--- src/rtl/seg_quad_accum.sv ---
// Per-frame red-nibble quadrant counter over a row of digit windows, plus a one-clock registered pixel path.
// Optional display overlay (green on hit quadrants, black outside windows) enabled by defining SEG_OVERLAY_EN.
module seg_quad_accum #(
  parameter int         NUM_WIN   = 6,
  parameter int         WIN_X0    = 50,
  parameter int         WIN_PITCH = 90,
  parameter int         WIN_W     = 74,
  parameter int         WIN_Y0    = 150,
  parameter int         WIN_H     = 150,
  parameter int         CNT_W     = 14,
  parameter logic [3:0] MATCH_NIB = 4'hA,
  parameter int         THRESH    = 100
) (
  input  logic                         clk,
  input  logic                         rst,
  input  logic                         pix_valid,
  input  logic [9:0]                   hcnt,
  input  logic [9:0]                   vcnt,
  input  logic [11:0]                  pixelIn,
  output logic [11:0]                  pixelOut,
  output logic [NUM_WIN*4*CNT_W-1:0]   quad_cnt,
  output logic [NUM_WIN*4-1:0]         quad_hit,
  output logic                         frame_done,
  output logic                         busy
);

  localparam int NQ     = NUM_WIN * 4;
  localparam int HALF_W = WIN_W / 2;
  localparam int Y_MID  = WIN_Y0 + WIN_H / 2;
  localparam int Y_END  = WIN_Y0 + WIN_H;
  localparam int X_LAST = WIN_X0 + (NUM_WIN - 1) * WIN_PITCH + WIN_W - 1;
  localparam logic [CNT_W-1:0] THR     = CNT_W'(THRESH);
  localparam logic [CNT_W-1:0] CNT_MAX = '1;

  if (WIN_PITCH < WIN_W) begin : g_bad_pitch
    $error("seg_quad_accum: WIN_PITCH %0d is smaller than WIN_W %0d", WIN_PITCH, WIN_W);
  end
  if (X_LAST > 639) begin : g_bad_span
    $error("seg_quad_accum: last window column %0d exceeds 639", X_LAST);
  end

  typedef enum logic [1:0] {IDLE, ACCUM, LATCH} state_t;

  state_t           state;
  logic [CNT_W-1:0] acc [NQ];
  logic [NQ-1:0]    in_quad;
  logic [NQ-1:0]    cnt_en;
  logic [11:0]      pix_p0;
  logic             match, frame_start, frame_end, eval, clr;
  int               col, row;

  function automatic logic [CNT_W-1:0] sat_inc(input logic [CNT_W-1:0] v);
    return (v == CNT_MAX) ? v : v + CNT_W'(1);
  endfunction

  // Stage 0: classify the incoming pixel against every window quadrant
  assign col         = int'(hcnt);
  assign row         = int'(vcnt);
  assign match       = (pixelIn[11:8] == MATCH_NIB);
  assign frame_start = (hcnt == 10'd0) && (vcnt == 10'd0);
  assign frame_end   = (hcnt == 10'd0) && (vcnt == 10'(Y_END));

  always_comb begin
    logic in_w, rt, lo;
    in_w    = 1'b0;
    rt      = 1'b0;
    lo      = 1'b0;
    in_quad = '0;
    for (int w = 0; w < NUM_WIN; w++) begin
      in_w = (col >= WIN_X0 + w * WIN_PITCH) && (col < WIN_X0 + w * WIN_PITCH + WIN_W) &&
             (row >= WIN_Y0) && (row < Y_END);
      rt   = (col >= WIN_X0 + w * WIN_PITCH + HALF_W);
      lo   = (row >= Y_MID);
      in_quad[w*4+0] = in_w & ~rt & ~lo;
      in_quad[w*4+1] = in_w &  rt & ~lo;
      in_quad[w*4+2] = in_w & ~rt &  lo;
      in_quad[w*4+3] = in_w &  rt &  lo;
    end
  end

  // A frame start both clears the accumulators and counts its own pixel
  assign eval   = pix_valid && ((state == ACCUM) || ((state == IDLE) && frame_start));
  assign clr    = pix_valid && frame_start && (state != LATCH);
  assign cnt_en = in_quad & {NQ{eval && match}};

`ifdef SEG_OVERLAY_EN
  always_comb begin
    pix_p0 = 12'h000;
    if (|in_quad)
      pix_p0 = (match && |(in_quad & quad_hit)) ? 12'h0F0 : pixelIn;
  end
`else
  assign pix_p0 = pixelIn;
`endif

  // Stage 1: registered pixel, FSM, accumulators and latched results
  always_ff @(posedge clk or posedge rst) begin
    if (rst) begin
      pixelOut <= 12'h000;
    end else begin
      pixelOut <= pix_p0;
    end
  end

  always_ff @(posedge clk or posedge rst) begin
    if (rst) begin
      state      <= IDLE;
      busy       <= 1'b0;
      frame_done <= 1'b0;
      quad_cnt   <= '0;
      quad_hit   <= '0;
      for (int i = 0; i < NQ; i++) acc[i] <= '0;
    end else begin
      frame_done <= 1'b0;
      case (state)
        IDLE: begin
          if (pix_valid && frame_start) begin
            state <= ACCUM;
            busy  <= 1'b1;
          end
        end
        ACCUM: begin
          if (pix_valid && frame_end) begin
            state      <= LATCH;
            busy       <= 1'b0;
            frame_done <= 1'b1;
            for (int i = 0; i < NQ; i++) begin
              quad_cnt[i*CNT_W +: CNT_W] <= acc[i];
              quad_hit[i]                <= (acc[i] >= THR);
            end
          end
        end
        default: state <= IDLE;
      endcase
      for (int i = 0; i < NQ; i++) begin
        if (clr)
          acc[i] <= {{(CNT_W-1){1'b0}}, cnt_en[i]};
        else if (cnt_en[i])
          acc[i] <= sat_inc(acc[i]);
      end
    end
  end

endmodule
--- config.mk ---
export PLATFORM = sky130hd
export DESIGN_NAME = seg_quad_accum
export DESIGN_NICKNAME = d
export VERILOG_FILES = /design/src/rtl/seg_quad_accum.sv
export SDC_FILE = /design/constraint.sdc
export NUM_CORES = 2
export LEC_CHECK = 0
export ABC_AREA = 1
export CAP_MARGIN = 20
export CORE_UTILIZATION = 30
export CTS_BUF_LIST = sky130_fd_sc_hd__clkbuf_4 sky130_fd_sc_hd__clkbuf_8
export DETAILED_ROUTE_END_ITERATION = 10
export PLACE_DENSITY = 0.49
export SYNTH_ARGS = -nofsm -noshare
export SYNTH_HDL_FRONTEND = slang
export SYNTH_SLANG_ARGS = --single-unit
--- constraint.sdc ---
create_clock -name clk -period 28.6 [get_ports clk]
set_clock_uncertainty 0.15 [all_clocks]
set_input_delay 2.86 -clock clk [delete_from_list [all_inputs] [get_ports clk]]
set_output_delay 2.86 -clock clk [all_outputs]
set_load 0.01 [all_outputs]
[Word-level counts from Yosys, hierarchy flattened]
Cells that the tools add are included.
Operators by class
  reductions and logical operators: 82
  mux-type cells: 80
  bitwise gates (word level): 44
  $add $sub $neg: 24
  magnitude comparators: 45
  eq/ne operators: 54
Operator list (number)
  two-way mux 14 bit: 72
  adder 14 x 1 -> 14 bit (second input constant): 24
  == test 14 bit (second input constant): 24
  >= comparator 14 x 7 -> 1 bit (second input constant): 24
  >= comparator 10 x 9 -> 1 bit (second input constant): 6
  AND reduction 2 bit: 26
  >= comparator 10 x 8 -> 1 bit (second input constant): 5
  != test 2 bit (second input constant): 25
  nonzero test 2 bit: 25
  < comparator 10 x 9 -> 1 bit (second input constant): 4
  bitwise AND 1 bit: 36
  logical AND 1 bit: 26
  bitwise AND 24 bit: 1
  zero test 10 bit: 2
  == test 10 x 9 -> 1 bit (second input constant): 1
  >= comparator 10 bit (second input constant): 1
  >= comparator 10 x 6 -> 1 bit (second input constant): 1
  >= comparator 10 x 7 -> 1 bit (second input constant): 1
  < comparator 10 bit (second input constant): 1
  < comparator 10 x 7 -> 1 bit (second input constant): 1
  < comparator 10 x 8 -> 1 bit (second input constant): 1
  inverter 1 bit: 7
  == test 4 bit (second input constant): 1
  two-way mux 1 bit: 4
  other kinds (8): 10
Storage, ports and cells
  output and inout bits: 374
  logic and storage cells: 359
  register bits: 712

[Longest topological paths before layout]
  depth in word-level cells: 9
  mapped depth: 15
  mapped depth without buffers: 14

[Worst setup path before layout]
Ideal clock, no wire load.
  kind: input to register
  from: input port pixelIn[8]
  to: register acc[302] (netlist name)
  setup time: 0.122 ns
  data arrival time: 4.338 ns
  cell stages on the path: 9
  data required time: 28.328 ns
  path slack: 23.990 ns
  path buffers: 1
  cell sequence: nor3_2 > nand3_1 > nor2_1 > nand3_4 > buf_4 > nor2_2 > nand2_1 > nor3_1 > nor2_1
Between the ends
  cells in the longest elaborated chain, start to end: 5
RTL lines
  from (decl): line 19  | input logic [11:0] pixelIn,
  == test 4 bit: line 59  | assign match = (pixelIn[11:8] == MATCH_NIB);
  logical AND 1 bit: line 84  | assign cnt_en = in_quad & {NQ{eval && match}};
  bitwise AND 24 bit: line 84
  nonzero test 2 bit (no line)
  AND reduction 2 bit (no line)
  to (signal, indexed assignment): line 137  | acc[i] <= {{(CNT_W-1){1'b0}}, cnt_en[i]};
  to (signal, indexed assignment): line 139  | acc[i] <= sat_inc(acc[i]);
  to (decl): line 45  | logic [CNT_W-1:0] acc [NQ];
Every way passes these cells.
A chain may end at the register's enable or synchronous reset.

==> results.txt <==
- Number of cells in the finished layout apart from fillers: 6842
- The routed design uses 52.7 mm of met2 wire.
* Number of top-level design ports: 409
* Unique masters post-synth: 44
* DIE HEIGHT: 350 um
* Detailed-route wire length on metal 1: 53.9 mm
* Share of post-route cells with drive strength above 1: 6.50%
* Synthesized Nets: 4791
* Hold violation count in the final report: 0
- Source of the worst hold timing path: busy$_DFFE_PP0P_
- Syn Std Cell Area: 0.0364 sq mm
* Via-per-instance ratio: 4.72
* Slew @ Worst Pin: 1180 ps
* Asr flop ratio synth: 100%
- Die area: 0.123 sq mm
- Vias in the first global route: 31200
- Number of antenna violations at the first check in global routing: 5
* Highest fanout seen on the critical path: 120
- In the final routed layout, each cell accounts on average for 16.9 um.
* Number of detailed-routing iterations run before antenna repair: 7
- Signal routing reaches up to met5.
* Setup-failing EPs final: 0
- TritonCTS built the clock tree.
* Cts bufs inserted: 137
* Number of storage elements in the synthesis netlist: 712
- Of all cell types, the one taking the most synthesized area is sky130_fd_sc_hd__dfrtp_1.
* Final count of pins violating max slew: 0
- Sequential standard cell area: 0.0178 sq mm
- In the finished design, the share of the clock period the worst path needs comes to 25.3%.
- The kind of cell with the highest combined delay along the critical path is buffers and inverters.
- CTS sink count: 712
- Count of maximum capacitance violations: 0
* Wire length of the first global-routing pass: 181 mm
- Slowest stage cell on the critical path: sky130_fd_sc_hd__buf_4
- Time the final worst path needs with I/O delays and setup: 7240 ps
- DIE WIDTH: 350 um
- Placement Rows: 127
* Critical path, cell by cell: clkdlybuf4s50_1, inv_8, buf_4, buf_4, buf_4, buf_4, buf_4
- VDD sags by at most 34.2 uV.
- Across all layers, the routed design uses 32300 vias.
- For the worst setup path, the data required time is 29250 ps.
- Clock transition at the register clock pins on the worst setup and hold paths after CTS: 60 ps
- Status: finished clean
* Hold Crit Class: register to register
- Initial cell density of the core: 30.3%
* Cell count after placement: 6599
* CTS-repair resized insts: 0
- Together, buffers and inverters on the worst path number 7.
- Worst Path Arrival: 7880 ps
* Leakage power: 0.0221 uW
- Clock insertion delay at the later pin of the skew report: 810 ps
- Number of remaining DRC errors: 0
* Pin count of the biggest net entering global routing: 121
- Layout filler cell count: 12600
- By area the synthesized netlist is led by sky130_fd_sc_hd__dfrtp_1 49%, sky130_fd_sc_hd__nand2_1 14%, sky130_fd_sc_hd__nand3_1 5.5%, sky130_fd_sc_hd__inv_1 5.5%, sky130_fd_sc_hd__o21ai_0 5.4%.
* Kind of start point of the critical path: primary input
- The detail route stage leaves a number of antenna-violating nets equal to 0.
- The net count of the finished layout is 5210.
- In this design, the stage delay of the slowest critical-path cell is 820 ps.
- Floorplan core area: 0.120 sq mm
* Critical path class: primary input to async pin
- Longest Clk Path Bufs: 3
- The share of the Yosys chip area taken by registers is 48.9%.
- After clock tree synthesis, the flow added hold-fix buffers numbering 0.
- After the first detailed-routing iteration, the DRC count stood at 2304.
* Global router's overall resource usage: 18.8%
* Most common cell in the netlist: sky130_fd_sc_hd__nand2_1
- Multi-input gate area: 0.0159 sq mm
- In this run the power density over the cells is 47.9 mW/mm^2.
* Final WL: 116 mm
- At the end of routability-driven placement, the weighted congestion stood at 0.874.
- In this run, synthesis inferred 0 flip-flops with an integrated enable.
- In this run the clock root is driven by a sky130_fd_sc_hd__clkbuf_8.
- Leading cell types by count after synthesis: 1311 x sky130_fd_sc_hd__nand2_1, 712 x sky130_fd_sc_hd__dfrtp_1, 534 x sky130_fd_sc_hd__inv_1
- The Yosys step of the flow raised 0 warnings.
- Postcts setup bufs: 0
- Fraction of post-synthesis cell area in the top cell type by area: 48.9%
- Headroom to the max-slew limit: 20.3%
- H-tree level count: 4
- After detailed routing, the met3 layer carries 6.19 mm of wire.
- CP endpoint kind: async pin
- For this run, the top clock speed supported by timing is 138 MHz.
- Post-synth top flop: sky130_fd_sc_hd__dfrtp_1
* P&R area growth vs syn: 23.7%
- Summed over all failing endpoints, the final setup total negative slack is 0 ps.
* Unrepaired setup endpoints after global routing: no
- Critical path launch point: rst
- Final core utilization: 37.5%
- Number of instances in the synthesized netlist: 4708
- Crit-path most repeated cell: sky130_fd_sc_hd__buf_4
* RR Startpoint: state[0]$_DFFE_PP0P_
* Number of input and output port buffers inserted: 408
* Mapped Avg Cell Area: 7.74 sq um
- GR Overflow Total: 0
- HPWL after detailed placement: 81.3 mm
==> final cells by class <==
type | instances | share of cell area [%]
flip-flops and latches | 712 | 39.5
multi-input cells | 3304 | 35.4
repair buffers | 433 | 9.48
clock buffers | 204 | 5.74
inverters | 539 | 4.52
well taps | 1612 | 4.47
clock inverters | 37 | 0.885
diodes | 1 | 0.00555
==> metal layers <==
layer | global-route usage, % | up-vias
met5 | 0 | -
met4 | 5.79 | 4
met3 | 3.92 | 171
met2 | 29.6 | 733
li1 | - | 16200
met1 | 25.7 | 15200
==> sequential cells by signal (all words and copies together) (netlist names) <==
name        flops
state           2
frame_done      1
busy            1
acc           336
pixelOut       12
quad_cnt      336
quad_hit       24
==> final timing paths <==
| check | end | slack, ps | cells after the start |
|---|---|---|---|
| worst min register to register | busy$_DFFE_PP0P_ | 320 | 2 |
| worst max-delay path | acc[192]$_DFFE_PP0P_ | 21360 | 7 |
| min in group asynchronous | pixelOut[1]$_DFF_PP0_ | 2450 | 2 |
| worst min-delay path | busy$_DFFE_PP0P_ | 320 | 2 |
| worst max register to register | quad_cnt[252]$_DFFE_PP0P_ | 24560 | 7 |
| max in group clk | quad_cnt[275]$_DFFE_PP0P_ | 21750 | 9 |
==> tightest hold or removal path, stage by stage (launching register included) <==
cell and delay [ps]:
sky130_fd_sc_hd__dfrtp_1 350, sky130_fd_sc_hd__nand2_1 50, sky130_fd_sc_hd__nand2_1 40
==> layout by cell type, fill, tap and decap left out, types with 4 or more instances in the layout <==
cell type,netlist,layout
sky130_fd_sc_hd__nand2_2,9,9
sky130_fd_sc_hd__clkdlybuf4s50_1,0,408
sky130_fd_sc_hd__a21oi_1,44,44
sky130_fd_sc_hd__o21ai_0,391,391
sky130_fd_sc_hd__ha_1,48,48
sky130_fd_sc_hd__nor3_2,4,4
sky130_fd_sc_hd__nand3b_1,8,8
sky130_fd_sc_hd__nor2_2,12,12
sky130_fd_sc_hd__nor2_1,434,434
sky130_fd_sc_hd__o22ai_1,6,6
sky130_fd_sc_hd__nor4_1,31,31
sky130_fd_sc_hd__clkbuf_8,0,169
sky130_fd_sc_hd__or2_2,17,17
sky130_fd_sc_hd__nor3_1,144,144
sky130_fd_sc_hd__clkbuf_4,0,35
sky130_fd_sc_hd__inv_1,534,531
sky130_fd_sc_hd__clkinvlp_4,0,8
sky130_fd_sc_hd__buf_4,7,25
sky130_fd_sc_hd__bufinv_16,0,6
sky130_fd_sc_hd__o21bai_1,4,4
sky130_fd_sc_hd__nand3_1,402,401
sky130_fd_sc_hd__dfrtp_1,712,712
sky130_fd_sc_hd__a31oi_1,29,29
sky130_fd_sc_hd__inv_2,4,4
sky130_fd_sc_hd__xor2_1,150,150
sky130_fd_sc_hd__clkinv_2,0,17
sky130_fd_sc_hd__nand2_1,1311,1311
sky130_fd_sc_hd__inv_8,0,5
sky130_fd_sc_hd__nor2_4,9,9
sky130_fd_sc_hd__nand4_1,210,210
sky130_fd_sc_hd__o21ai_1,10,10
==> power by group <==
part / internal [uW] / switching, uW / leakage (uW)
clock: 636 / 470 / 0.00156
combinational: 9.12 / 34.1 / 0.0113
sequential: 1010 / 0.223 / 0.00923
==> kinds of logic (layout without fill, tap and decap cells) <==
group,after synthesis,in the layout,synth area share [%]
buf+inv,692,1213,7.35
compound gates,498,498,7.14
mux,1,1,0.0275
simple gates,2606,2606,31.3
fa+ha+maj,48,48,1.65
xor+xnor,151,151,3.63
other cells,0,1,0
flops,712,712,48.9
==> through the flow <==
step	cell area (sq um)	hold WS [ps]	setup WS, ps	total power, uW
2_1_floorplan	36400	313	5620	1050
3_3_place_gp	42100	310	20070	1070
3_5_place_dp	42100	313	20060	1070
4_1_cts	45100	328	20980	2200
5_1_grt	45100	347	20520	2250
6_report	45100	324	21360	2160
(Power assumes the default switching activity.)
